--- config.mk ---
export PLATFORM = sky130hd
export DESIGN_NAME = av1_symbol_decoder
export DESIGN_NICKNAME = d
export VERILOG_FILES = /design/src/rtl/av1_symbol_decoder.sv
export SDC_FILE = /design/constraint.sdc
export NUM_CORES = 1
export LEC_CHECK = 0
export ABC_AREA = 1
export CORE_MARGIN = 5
export CORE_UTILIZATION = 40
export CTS_CLUSTER_SIZE = 25
export DETAILED_ROUTE_END_ITERATION = 12
export GPL_ROUTABILITY_DRIVEN = 0
export SYNTH_ARGS = -nofsm -noshare
export SYNTH_HDL_FRONTEND = slang
export SYNTH_SLANG_ARGS = --single-unit
export TNS_END_PERCENT = 50
--- constraint.sdc ---
create_clock -name clk -period 16.5 [get_ports clk]
set_clock_uncertainty 0.2 [all_clocks]
set_input_delay 3.3 -clock clk [delete_from_list [all_inputs] [get_ports clk]]
set_output_delay 3.3 -clock clk [all_outputs]
set_load 0.05 [all_outputs]
--- src/rtl/av1_symbol_decoder.sv ---
// AV1 multi-symbol arithmetic decoder: refills a 32-bit dif window from the
// byte stream and resolves one symbol per request against a caller-held icdf.
module av1_symbol_decoder #(
  parameter int MAX_SYMS  = 16,
  parameter int CDF_WIDTH = 16,
  parameter int WINDOW    = 32
) (
  input  logic                 clk,
  input  logic                 reset,
  input  logic                 start,
  input  logic                 byte_valid,
  output logic                 byte_ready,
  input  logic [7:0]           byte_data,
  input  logic                 byte_last,
  input  logic                 req_valid,
  output logic                 req_ready,
  input  logic [4:0]           req_nsyms,
  output logic [3:0]           cdf_idx,
  input  logic [CDF_WIDTH-1:0] cdf_icdf,
  output logic                 sym_valid,
  input  logic                 sym_ready,
  output logic [3:0]           sym_data
);

  typedef enum logic [2:0] {IDLE, REFILL, READY, SEARCH, UPDATE, OUT} state_t;

  state_t state, next_state;

  logic [15:0]        rng;
  logic [WINDOW-1:0]  dif;
  logic signed [7:0]  cnt;
  logic               ended;
  logic               ret_to_out;
  logic [3:0]         nmax;
  logic [3:0]         ret;
  logic [17:0]        u;
  logic [17:0]        u_sel;
  logic [17:0]        v_sel;
  logic [3:0]         sym;

  logic signed [7:0]  shift;
  logic               need_byte;
  logic [15:0]        c;
  logic [23:0]        prod;
  logic [17:0]        v;
  logic               take_sym;
  logic [17:0]        r;
  logic [3:0]         msb;
  logic [3:0]         d;
  logic [15:0]        rng_norm;
  logic [WINDOW-1:0]  dif_sub;
  logic [WINDOW-1:0]  dif_norm;
  logic signed [7:0]  cnt_upd;
  logic               nsyms_ok;

  // Bit position at which the next byte lands; negative once the window is full.
  assign shift     = 8'(WINDOW - 24) - cnt;
  assign need_byte = !shift[7];
  assign c         = dif[WINDOW-1 -: 16];
  assign nsyms_ok  = (req_nsyms >= 5'd2) && (req_nsyms <= 5'(MAX_SYMS));

  always_comb begin
    prod = 24'(rng[15:8]) * 24'(cdf_icdf >> 6);
    v    = '0;
    if (ret != nmax)
      v = 18'(prod >> 1) + 18'({(nmax - ret), 2'b00});
    take_sym = !({2'b00, c} < v);
  end

  // Renormalisation: shift r back up to a 16-bit range with MSB at bit 15.
  always_comb begin
    r   = u_sel - v_sel;
    msb = '0;
    for (int unsigned i = 0; i < 16; i++)
      if (r[i]) msb = 4'(i);
    d        = 4'd15 - msb;
    rng_norm = 16'(r << d);
    dif_sub  = dif - (WINDOW'(v_sel) << 16);
    dif_norm = ((dif_sub + WINDOW'(1)) << d) - WINDOW'(1);
    cnt_upd  = cnt - 8'(d);
  end

  always_ff @(posedge clk) begin
    if (reset) state <= IDLE;
    else       state <= next_state;
  end

  always_comb begin
    next_state = state;
    if (start) begin
      next_state = REFILL;
    end else begin
      case (state)
        IDLE:    next_state = IDLE;
        REFILL:  if (!need_byte) next_state = ret_to_out ? OUT : READY;
        READY:   if (req_valid) next_state = SEARCH;
        SEARCH:  if (take_sym) next_state = UPDATE;
        UPDATE:  next_state = cnt_upd[7] ? REFILL : OUT;
        OUT:     if (sym_ready) next_state = READY;
        default: next_state = IDLE;
      endcase
    end
  end

  always_comb begin
    byte_ready = (state == REFILL) && need_byte && !ended && !start;
    req_ready  = (state == READY) && !start;
    sym_valid  = (state == OUT) && !start;
    cdf_idx    = ret;
    sym_data   = sym;
  end

  always_ff @(posedge clk) begin
    if (reset) begin
      rng        <= 16'h8000;
      dif        <= {1'b0, {(WINDOW-1){1'b1}}};
      cnt        <= -8'sd15;
      ended      <= 1'b0;
      ret_to_out <= 1'b0;
      nmax       <= '0;
      ret        <= '0;
      u          <= '0;
      u_sel      <= '0;
      v_sel      <= '0;
      sym        <= '0;
    end else if (start) begin
      rng        <= 16'h8000;
      dif        <= {1'b0, {(WINDOW-1){1'b1}}};
      cnt        <= -8'sd15;
      ended      <= 1'b0;
      ret_to_out <= 1'b0;
    end else begin
      case (state)
        REFILL: begin
          // After the last byte, zero bytes are implied without a handshake.
          if (need_byte) begin
            if (ended) begin
              cnt <= cnt + 8'sd8;
            end else if (byte_valid) begin
              dif <= dif ^ (WINDOW'(byte_data) << shift);
              cnt <= cnt + 8'sd8;
              if (byte_last) ended <= 1'b1;
            end
          end
        end
        READY: begin
          if (req_valid) begin
            nmax <= nsyms_ok ? 4'(req_nsyms - 5'd1) : 4'(MAX_SYMS - 1);
            ret  <= '0;
            u    <= {2'b00, rng};
          end
        end
        SEARCH: begin
          if (take_sym) begin
            sym   <= ret;
            v_sel <= v;
            u_sel <= u;
          end else begin
            u   <= v;
            ret <= ret + 4'd1;
          end
        end
        UPDATE: begin
          rng        <= rng_norm;
          dif        <= dif_norm;
          cnt        <= cnt_upd;
          ret_to_out <= 1'b1;
        end
        default: ;
      endcase
    end
  end

endmodule

After elaboration in Yosys (flattened, before gate mapping)
Index checks and enable logic that the tools add are counted.
{"block": "word_totals", "in_bits": 36, "out_inout_bits": 11, "register_bits": 127, "word_cells": 117}
{"block": "classes", "mul": 1, "addsub": 12, "n_mux": 42, "bitwise": 4, "n_lt_le_gt_ge": 3, "n_reduce_logical": 20, "n_shift": 3, "eq_ne": 19}
{"op": "$mux W32", "n": 3}
{"op": "$pmux W32 S2", "n": 1}
{"op": "$mux W4", "n": 14}
{"op": "$mux W18", "n": 3}
{"op": "$pmux W18 S2", "n": 1}
{"op": "$add A32 B1 Y32 const B", "n": 1}
{"op": "$shl A32 B4 Y32", "n": 1}
{"op": "$shl A8 B8 Y32", "n": 1}
{"op": "$sub A32 B1 Y32 const B", "n": 1}
{"op": "$sub A32 B32 Y32", "n": 1}
{"op": "$xor A32 B32 Y32", "n": 1}
{"op": "$mux W8", "n": 3}
{"op": "$mux W3", "n": 7}
{"op": "$add A17 B6 Y18", "n": 1}
{"op": "$lt A16 B18 Y1", "n": 1}
{"op": "$mul A8 B10 Y18", "n": 1}
{"op": "$shl A18 B4 Y16", "n": 1}
{"op": "$sub A18 B18 Y18", "n": 1}
{"op": "$ne A2 B2 Y1 const B", "n": 8}
{"op": "$pmux W8 S2", "n": 1}
{"op": "$reduce_and A4 Y1", "n": 4}
{"op": "$ne A3 B3 Y1 const B", "n": 5}
{"op": "$pmux W3 S5", "n": 1}
{"op": "$reduce_and A3 Y1", "n": 3}
{"op": "22 further kinds", "n": 39}

Depth between registers and ports, before layout
Gate-level depths: netlist of run 1.
{"block": "logic_depth", "ltp_word": 21, "depth_mapped": 41, "ltp_nobuf": 39}

Worst setup path after synthesis of run 1
No wires, ideal clock.
{"block": "synth_timing", "path_kind": "input to register", "from": "in cdf_icdf[7]", "to": "reg ret[3] (netlist: cdf_idx[3])", "n_path_buf": 2, "path_stages": 38, "required_time_ns": 16.183, "setup_ns": 0.117, "arrival_time_ns": 9.171, "setup_slack_ns": 7.012, "path_cell_list": "clkbuf_2 nand2_1 inv_1 fa_1 fa_1 inv_1 fa_1 fa_1 inv_1 ha_1 xnor2_1 inv_1 ha_1 nand3_1 and2_1 nor3_1 inv_1 nor2_1 [... 2 more ...] inv_1 nor2_1 nor2_1 nor3_1 inv_1 ha_1 a21o_1 a21oi_1 o21ai_0 nand3_1 nand3b_1 o21ai_2 nand3_2 nand2_2 buf_2 nand3_1 nand2_1 nor2_1"}
{"block": "synth_between", "elab_chain_cells": 6}
{"item": "start: declaration", "line_no": "19", "text": "input logic [CDF_WIDTH-1:0] cdf_icdf,"}
{"item": "$mul A8 B10 Y18", "line_no": "63", "text": "prod = 24'(rng[15:8]) * 24'(cdf_icdf >> 6);"}
{"item": "$add A17 B6 Y18", "line_no": "66", "text": "v = 18'(prod >> 1) + 18'({(nmax - ret), 2'b00});"}
{"item": "$mux W18", "line_no": "65", "text": "if (ret != nmax)"}
{"item": "$lt A16 B18 Y1", "line_no": "67", "text": "take_sym = !({2'b00, c} < v);"}
{"item": "$ne A2 B2 Y1 (no line)"}
{"item": "$reduce_and A4 Y1 (no line)"}
{"item": "end signal: assignment", "line_no": "160", "text": "ret <= ret + 4'd1;"}
{"item": "end: declaration", "line_no": "35", "text": "logic [3:0] ret;"}
No other way between the ends.
A chain may end at the register's enable or synchronous reset.

Worst setup path in the final report of run 1
{"block": "layout_timing", "from": "in cdf_icdf[6]", "to": "reg v_sel[0]"}
{"block": "layout_between", "elab_chain_cells": 6}
{"item": "$mul A8 B10 Y18 *", "line_no": "63"}
{"item": "$add A17 B6 Y18 *", "line_no": "66"}
{"item": "$mux W18 *", "line_no": "65"}
{"item": "$lt A16 B18 Y1", "line_no": "67"}
{"item": "$not A1 Y1 (no line)"}
{"item": "$reduce_and A3 Y1 (no line)"}
{"item": "end signal: assignment", "line_no": "156", "text": "v_sel <= v;"}
{"item": "end: declaration", "line_no": "38", "text": "logic [17:0] v_sel;"}
Every way passes the cells marked *; elsewhere a longest branch is shown, timed or not.

==> results of run 1 <==
==> per-stage QoR <==
stage | hold WS, ps | area, um2 | instances
after CTS | 264.6 | 16850 | 3042
after global routing | 289.9 | 16850 | 3042
after detailed placement | 255.1 | 16290 | 3011
final | 264.3 | 16850 | 3042
after floorplan | 235.3 | 15640 | 2544
after global placement | 251.2 | 16290 | 3011
==> cell usage after synthesis (6+ instances only) <==
cell,n,area [um2]
nand2_2,17,106.4
nor2_4,6,67.56
o21ai_1,21,105.1
clkbuf_1,52,195.2
xor2_1,49,429.2
nand3_2,12,120.1
buf_4,6,45.04
inv_2,8,30.03
nor2_1,157,589.3
nand2_1,662,2485
buf_2,28,140.1
nor3_1,30,150.1
a211oi_1,7,52.55
buf_6,9,101.4
inv_1,343,1287
a21oi_1,183,915.9
clkbuf_2,9,45.04
dfxtp_1,121,2422
nand3_1,300,1501
ha_1,134,1677
o21ai_0,176,880.8
a21o_1,6,45.04
o211ai_1,14,105.1
fa_1,52,1041
nor2_2,9,56.30
nand4_1,20,125.1
a31oi_1,13,81.33
xnor2_1,25,219.0
nand3b_1,8,60.06
==> layer usage <==
metal / up-vias / global-route usage / routed length [um]
met5: - / 0 / 0
met4: 0 / 0.05776 / 1027
met3: 54 / 0.02327 / 2850
met2: 483 / 0.3608 / 22150
met1: 7603 / 0.3106 / 22850
li1: 8222 / - / -
==> power groups by stage <==
| stage | Clock (uW) | Sequential [uW] | Combinational (uW) |
|---|---|---|---|
| after floorplan | 0 | 313 | 1250 |
| after global placement | 0 | 318 | 1580 |
| after detailed placement | 0 | 319 | 1600 |
| after CTS | 362 | 312 | 1610 |
| after global routing | 376 | 314 | 1820 |
| final | 358 | 313 | 1640 |
==> critical path: cells and delay by family <==
| kind | cells | cell delay (ps) |
|---|---|---|
| compound gates | 8 | 1500 |
| buf+inv | 7 | 1330 |
| fa+ha+maj | 7 | 2750 |
| xor+xnor | 1 | 130 |
| simple gates | 10 | 2000 |
==> area by class of cell <==
class,instances,share of cell area
inverter,355,0.07909
sequential,121,0.1438
multi-input combinational,1959,0.6737
clock buffer,18,0.02607
clock inverter,13,0.007129
tap,518,0.03847
timing repair buffer,58,0.03178
==> placed cells by master, fill, tap and decap left out, types with 6 or more instances in the layout <==
master / Yosys / routed
nand2_1: 662 / 661
inv_1: 343 / 342
nand3_1: 300 / 300
a21oi_1: 183 / 183
o21ai_0: 176 / 176
nor2_1: 157 / 157
ha_1: 134 / 134
dfxtp_1: 121 / 121
fa_1: 52 / 52
xor2_1: 49 / 49
clkdlybuf4s50_1: 0 / 40
nor3_1: 30 / 28
xnor2_1: 25 / 25
o21ai_1: 21 / 21
nand4_1: 20 / 20
nand2_2: 17 / 18
buf_4: 6 / 18
clkbuf_16: 0 / 17
o211ai_1: 14 / 14
a31oi_1: 13 / 13
nand3_2: 12 / 12
inv_2: 8 / 9
nor2_2: 9 / 9
nand3b_1: 8 / 8
a211oi_1: 7 / 7
a21o_1: 6 / 6
nor2_4: 6 / 6
==> sequential cells by signal (all words and copies together) (netlist names) <==
name	flops
v_sel	16
u_sel	16
cnt	8
sym_data	4
dif	32
u	16
state	3
nmax	4
ret_to_out	1
cdf_idx	4
rng	16
ended	1
==> cells by family (layout without fill, tap and decap cells) <==
family	after synthesis	count (layout)	share of synthesized area
AND/OR/NAND/NOR	1240	1240	0.3459
buffers and inverters	464	444	0.1201
AO/OA/AOI/OAI	453	453	0.1586
adder cells (fa/ha/maj)	186	186	0.1738
flip-flops	121	121	0.1549
XOR/XNOR	76	76	0.04424
multiplexers	4	4	0.002560
==> worst max path at each step <==
| stage | to | slack (ps) | depth (start not counted) |
|---|---|---|---|
| 5_1_grt | u_sel[0] | 4980 | 37 |
| 2_1_floorplan | cdf_idx[3] | 7010 | 38 |
| 3_3_place_gp | u_sel[0] | 5300 | 33 |
| 6_report | v_sel[0] | 5570 | 33 |
| 4_1_cts | v_sel[0] | 5570 | 38 |
| 3_5_place_dp | v_sel[0] | 5140 | 33 |
==> flow_summary.toml, run 1 <==
[hold_path]
hold_path_class = "register to register"
hold_path_depth = 2
hp-start = "sym_data[1]"
min_to = "sym_data[1]"

[grt]
grt_pass1_vias = 15220
grt_first_pass_wirelength_um = 78920
grt_antenna_before_repair = 0
grt_max_degree = 60
track_usage = 0.2202
grt-ovfl-total = 0

[power]
cellPowerDensity_mw_per_mm2 = 137.1
power.leakage_uw = 0.008527
power_switching_uw = 1333
switching_share = 0.5768
vdd_drop_max_mv = 0.08371
internal_power_uw = 977.8
pwr-share-comb = 0.710
clockPowerShare = 0.155
share_seq_of_total_power = 0.135
power_uw = 2311

[routing]
firstDrtPassIters = 8
via_count = 16360
drc = 0
via_per_inst = 5.379
drtIter0Drc = 1343
routed_wl_um = 48870
wire_per_inst_um = 16.07
ant_nets = 0

[sta]
rsz0062_at_grt = "false"
timing.max_slew.rel_slack = 0.3865
fin_crit_ps = 10930
worst_pin_slew_ps = 914.5
hold_viol_final = 0
setup_tns_ps = 0
max_clock_freq_mhz = 91.46
period_share = 0.6626
setup_viol = 0
drv_slew = 0
setup_slack_ps = 5567

[placement]
dpl.hpwl_um = 38500
dp_slack_ps = 5144
io_buffers = 40

[layout]
area_growth_pct = 7.737
drive_above_1_share = 0.05111
final_util = 0.4360
fin_nets = 2734
multi_input_area_mm2 = 0.01135
fill_cells = 4076
seq_area_mm2 = 0.002422
num_antenna_cells = 0

[synth]
yosys_warnings = 0
synth_seq_area_share = 0.1549
syn_avg_cell_area_um2 = 6.147
synth_area_mm2 = 0.01564
synth_ff_type = "dfxtp_1"
synth.distinct_cells = 58
synthArstFlopShare = 0
ys_ff_latch = 121
syn-instance-count = 2544
synth-edff-count = 0
synth.net_count = 2766

[worst_setup_path]
worstPathMaxFanout = 44
max_stage_delay_ps = 560
regToRegSetupSlack_ps = 8380
r2r_cells = 32
r2r-end = "v_sel[0]"
critPathLaunch = "cdf_icdf[6]"
crit_top_cell = "inv_1"
start_kind = "input port"
endpoint_kind = "register"
cpMaxStageDelayCell = "clkdlybuf4s50_1"
reg2reg_from = "rng[14]"
crit_type = "input port to register"
worstPathArrival_ps = 11030
required_ps = 16590

[flow_run]
cap_violations = 0

[clocking]
post_cts_buffers = 0
clk-insertion-delay-late_ps = 420
cts.sinks = 121
numCtsBuffers = 17
cts.clk_slew.worst_paths_ps = 60
hold_buffers = 0
cts_root_buffer = "clkbuf_16"
clockBufferDepth = 2
cts-resized-gates = 0
cts_tree = "done"
htreeDepth = 4

[floorplanning]
initial_core_util = 0.4047
rows = 72
die_w_um = 207.7
dieArea_mm2 = 0.04315
ioPinCount = 47
coreArea_mm2 = 0.03865
die_h_um = 207.7

[outcome]
outcome = "finished, final reports clean"
Note: power is estimated with default switching activity, not from simulation.
==> inputs of run 2 (changes only) <==
==> constraint.sdc (replaced) <==
create_clock -name clk -period 8.9 [get_ports clk]
set_clock_uncertainty 0.2 [all_clocks]
set_input_delay 1.78 -clock clk [delete_from_list [all_inputs] [get_ports clk]]
set_output_delay 1.78 -clock clk [all_outputs]
set_load 0.05 [all_outputs]
==> run 2 against run 1 <==
Effect of this change: combinational power rose by 87%; register-to-register slack got worse by 6700 ps; final cell count rose by 0.92%; largest cell class unchanged.
==> flow_summary.toml, run 2 (synthesis results as in run 1) <==
[sta]
period_share = 0.9410
holdWs_ps = 260.3
drv_slew = 0
max_clock_freq_mhz = 119.4
timing.max_slew.rel_slack = 0.1455
setup_viol = 0
hold_viol_final = 0
fin_crit_ps = 8375
rsz0062_at_grt = "false"
worst_pin_slew_ps = 1277

[worst_setup_path]
start_kind = "input port"
max_stage_delay_ps = 540
endpoint_kind = "register"
crit_top_cell = "inv_1"
critical_path_buf_inv_count = 9
required_ps = 9000
worstPathMaxFanout = 29
cp_top_family = "adder cells"
worstPathArrival_ps = 8480
crit_type = "input port to register"
cpMaxStageDelayCell = "fa_1"

[floorplanning]
coreArea_mm2 = 0.03865
initial_core_util = 0.4047
rows = 72
ioPinCount = 47
die_h_um = 207.7
die_w_um = 207.7
dieArea_mm2 = 0.04315

[clocking]
cts_tree = "done"
htreeDepth = 4
cts_root_buffer = "clkbuf_16"
clk-insertion-delay-late_ps = 430
cts.sinks = 121
clockBufferDepth = 2
numCtsBuffers = 17
hold_buffers = 0
cts.clk_slew.worst_paths_ps = 60

[routing]
wire_per_inst_um = 15.94
via_count = 16400
via_per_inst = 5.343
drtIter0Drc = 1444
drc = 0
ant_nets = 0
routed_wl_um = 48920
firstDrtPassIters = 6

[power]
power.leakage_uw = 0.008748
vdd_drop_max_mv = 0.1343
power_uw = 4402
cellPowerDensity_mw_per_mm2 = 256.0

[grt]
grt_pass1_vias = 15180
grt_max_degree = 60
grt_antenna_before_repair = 1
grt_first_pass_wirelength_um = 77910
track_usage = 0.2179
grt-ovfl-total = 0

[hold_path]
hold_path_class = "register to register"

[flow_run]
cap_violations = 0

[placement]
place_area_mm2 = 0.01653
io_buffers = 40
dpl.hpwl_um = 38440

[layout]
mostFrequentLayoutCells = "661 x nand2_1, 342 x inv_1, 300 x nand3_1"
drive_above_1_share = 0.06230
mostFrequentLayoutCell = "nand2_1"
final_area_mm2 = 0.01719
regMostFlops = "dif"
largest_register_ffs = 32
fin_nets = 2761
num_antenna_cells = 0
area_growth_pct = 9.945

[outcome]
outcome = "finished, final reports clean"
==> run 2: cell types whose count changed in the layout (fill, tap and decap cells not counted), moves of 3 or more <==
cell             before  now
clkdlybuf4s50_1      40   37
bufinv_16             1    4
buf_4                18   42
dlymetal6s2s_1        0    3
buf_12                0    3
clkinv_2              3    0
==> run 2: repair_timing <==
| action | in CTS | in global routing |
|---|---|---|
| buffers inserted | 0 | 0 |
| resized for setup | 0 | 6 |
| endpoints found under the setup margin | 0 | 48 |
==> run 2: path summary, 6_finish.rpt <==
check	cells after the start	slack (ps)	to	startpoint
worst min register to register	2	260	u_sel[0]	u_sel[0]
worst max-delay path	38	530	u[14]	cdf_icdf[6]
worst min-delay path	2	260	u_sel[0]	u_sel[0]
worst max register to register	33	1640	u[14]	rng[11]
==> run 2: routing by layer <==
layer  routed length, um  share of wire  global-route usage
met1               22360           0.46              0.3016
met5                   7        0.00014                   0
met4                1432          0.029             0.07361
met3                3377          0.069             0.03415
met2               21750           0.44              0.3474
==> run 2: worst reg2reg max path: cells and delay by family (launching register included) <==
kind | cells | cell delay, ps
AOI/OAI and AO/OA | 10 | 1560
xor gates and xnor gates | 1 | 240
adders and majority gates | 6 | 2680
buffers and inverters | 6 | 590
DFF | 1 | 750
and+or+nand+nor | 10 | 1090
==> run 2: area by class of cell <==
| cell class | count | area, um2 |
|---|---|---|
| clock buffers | 20 | 456.7 |
| clock inverters | 12 | 188.9 |
| fillers | 4105 | 21450 |
| inverters | 355 | 1333 |
| multi-input cells | 1959 | 11360 |
| flip-flops and latches | 121 | 2422 |
| well taps | 518 | 648.1 |
| repair buffers | 85 | 783.3 |
==> run 2: report_power, final <==
part	internal [uW]	leakage (uW)	switching [uW]	total [uW]
combinational	869	0.00746	2190	3060
sequential	556	0.000979	22.5	579
clock	488	0.000312	280	768
==> run 2: metrics by stage <==
step / setup slack [ps] / utilization / setup TNS, ps / std cells
after floorplan: 931.8 / - / 0 / 2544
after global placement: 17.67 / 0.4277 / 0 / 3038
after detailed placement: -107.3 / 0.4277 / -1987 / 3038
after CTS: 346.2 / 0.4444 / 0 / 3070
after global routing: 10.71 / 0.4449 / 0 / 3070
final: 525.1 / 0.4449 / 0 / 3070
==> inputs of run 3 (changes only) <==
==> constraint.sdc (replaced) <==
create_clock -name clk -period 7 [get_ports clk]
set_clock_uncertainty 0.2 [all_clocks]
set_input_delay 1.4 -clock clk [delete_from_list [all_inputs] [get_ports clk]]
set_output_delay 1.4 -clock clk [all_outputs]
set_load 0.05 [all_outputs]
==> run 3 against run 2 <==
Effect of this change: the run now ends with negative setup slack left; design area rose by 8.5%; non-clock buffer count increased by 81; clock power up 16%; sequential share of layout area fell by 1.1 points; critical endpoint is now u[10]; largest cell class unchanged; largest power group unchanged; highest routed layer is now met4.
==> flow_summary.toml, run 3 (synthesis results as in run 1) <==
[clocking]
cts_tree = "done"
clockBufferDepth = 2
cts.sinks = 121
hold_buffers = 0
htreeDepth = 4
numCtsBuffers = 17
cts_root_buffer = "clkbuf_16"
clk-insertion-delay-late_ps = 440
cts.clk_slew.worst_paths_ps = 70

[layout]
mostFrequentLayoutCell = "nand2_1"
num_antenna_cells = 0
final_area_mm2 = 0.01866
fin_nets = 2842
stdcell_count = 3151
mostFrequentLayoutCells = "640 x nand2_1, 327 x inv_1, 296 x nand3_1"
regMostFlops = "dif"
area_growth_pct = 19.30
drive_above_1_share = 0.1493
largest_register_ffs = 32

[worst_setup_path]
r2r-end = "u[10]"
required_ps = 7110
regToRegSetupSlack_ps = 40
endpoint_kind = "register"
worstPathMaxFanout = 6
worstPathArrival_ps = 7550
crit_type = "input port to register"
max_stage_delay_ps = 500
critPathLaunch = "cdf_icdf[7]"
start_kind = "input port"
r2r_cells = 36
cp-endpoint = "u[10]"
cpMaxStageDelayCell = "fa_1"
reg2reg_from = "rng[10]"

[grt]
grt_first_pass_wirelength_um = 83950
track_usage = 0.2353
grt_pass1_vias = 16030
grt_antenna_before_repair = 0
grt_max_degree = 60
grt-ovfl-total = 0

[routing]
drtIter0Drc = 1328
wire_per_inst_um = 16.72
routed_wl_um = 52700
ant_nets = 0
drc = 0
firstDrtPassIters = 6
via_count = 17060
via_per_inst = 5.414

[placement]
place_area_mm2 = 0.01715
dpl.hpwl_um = 40690
place_inst = 3095
io_buffers = 40

[sta]
timing.max_slew.rel_slack = 0.2208
worst_pin_slew_ps = 1169
period_share = 1.062
max_clock_freq_mhz = 134.5
setup_slack_ps = -437.1
setup_viol = 59
drv_slew = 0
holdWs_ps = 266.2
hold_viol_final = 0
setup_tns_ps = -20070
rsz0062_at_grt = "true"
fin_crit_ps = 7437

[floorplanning]
ioPinCount = 47
rows = 72
dieArea_mm2 = 0.04315
die_w_um = 207.7
initial_core_util = 0.4047
die_h_um = 207.7
coreArea_mm2 = 0.03865

[power]
cellPowerDensity_mw_per_mm2 = 295.7
power_uw = 5516
power.leakage_uw = 0.009213
vdd_drop_max_mv = 0.2541

[outcome]
outcome = "finished with violations"
violations = "negative setup slack"

[hold_path]
hp-start = "rng[6]"
hold_path_class = "register to register"

[flow_run]
cap_violations = 0
==> run 3: cell count changes in the layout (fill, tap and decap cells not counted), sizes merged <==
cell           delta
inv               +6
clkinvlp          +1
clkinv            -1
bufinv            -3
clkbuf            -2
dlygate4sd2       +2
buf              +86
clkdlybuf4s50     -5
dlymetal6s2s      -3
==> run 3: cell type report <==
cell class              instances  area, um2
flip-flops and latches        121       2422
multi-input cells            1959      12070
clock inverters                15      153.9
inverters                     355       1333
well taps                     518      648.1
fillers                      3934      19990
repair buffers                166       1604
clock buffers                  17      425.4
==> run 3: how the worst min path moves through the flow <==
stage | slack [ps] | depth (start not counted) | endpoint
after CTS | 270 | 2 | rng[3]
after floorplan | 240 | 2 | rng[1]
after global routing | 280 | 2 | v_sel[1]
after detailed placement | 260 | 2 | rng[1]
final | 270 | 2 | rng[6]
after global placement | 250 | 2 | v_sel[1]
==> run 3: critical path, delay by kind of cell <==
family / cells / cell delay [ps]
adders and majority gates: 7 / 2440
AOI/OAI and AO/OA: 9 / 1090
and+or+nand+nor: 13 / 1230
xor gates and xnor gates: 1 / 180
buffers and inverters: 11 / 1200
==> run 3: routing by layer <==
layer	vias to the layer above	wire, um	part of all wire	GRT usage
met5	-	0	0	0
met4	0	2723	0.052	0.1094
met3	135	2589	0.049	0.02645
met2	508	24010	0.46	0.3852
met1	7968	23370	0.44	0.3117
li1	8448	-	-	-
==> run 3: power by group <==
part	internal, uW	switching, uW
clock	502	387
sequential	707	30.1
combinational	1170	2720
==> run 3: what timing repair did <==
item,4_1_cts,5_1_grt
cloned,4,1
gates resized for setup,116,95
setup endpoints to repair,59,59
pin swaps,47,82
buffers inserted,15,7
==> run 3: stage by stage <==
step | setup slack [ps] | util
floorplan | -196.1 | -
global placement | -1451 | 0.4437
detailed placement | -1449 | 0.4437
CTS | -431.8 | 0.4715
global route | -663.6 | 0.4827
finish | -437.1 | 0.4827
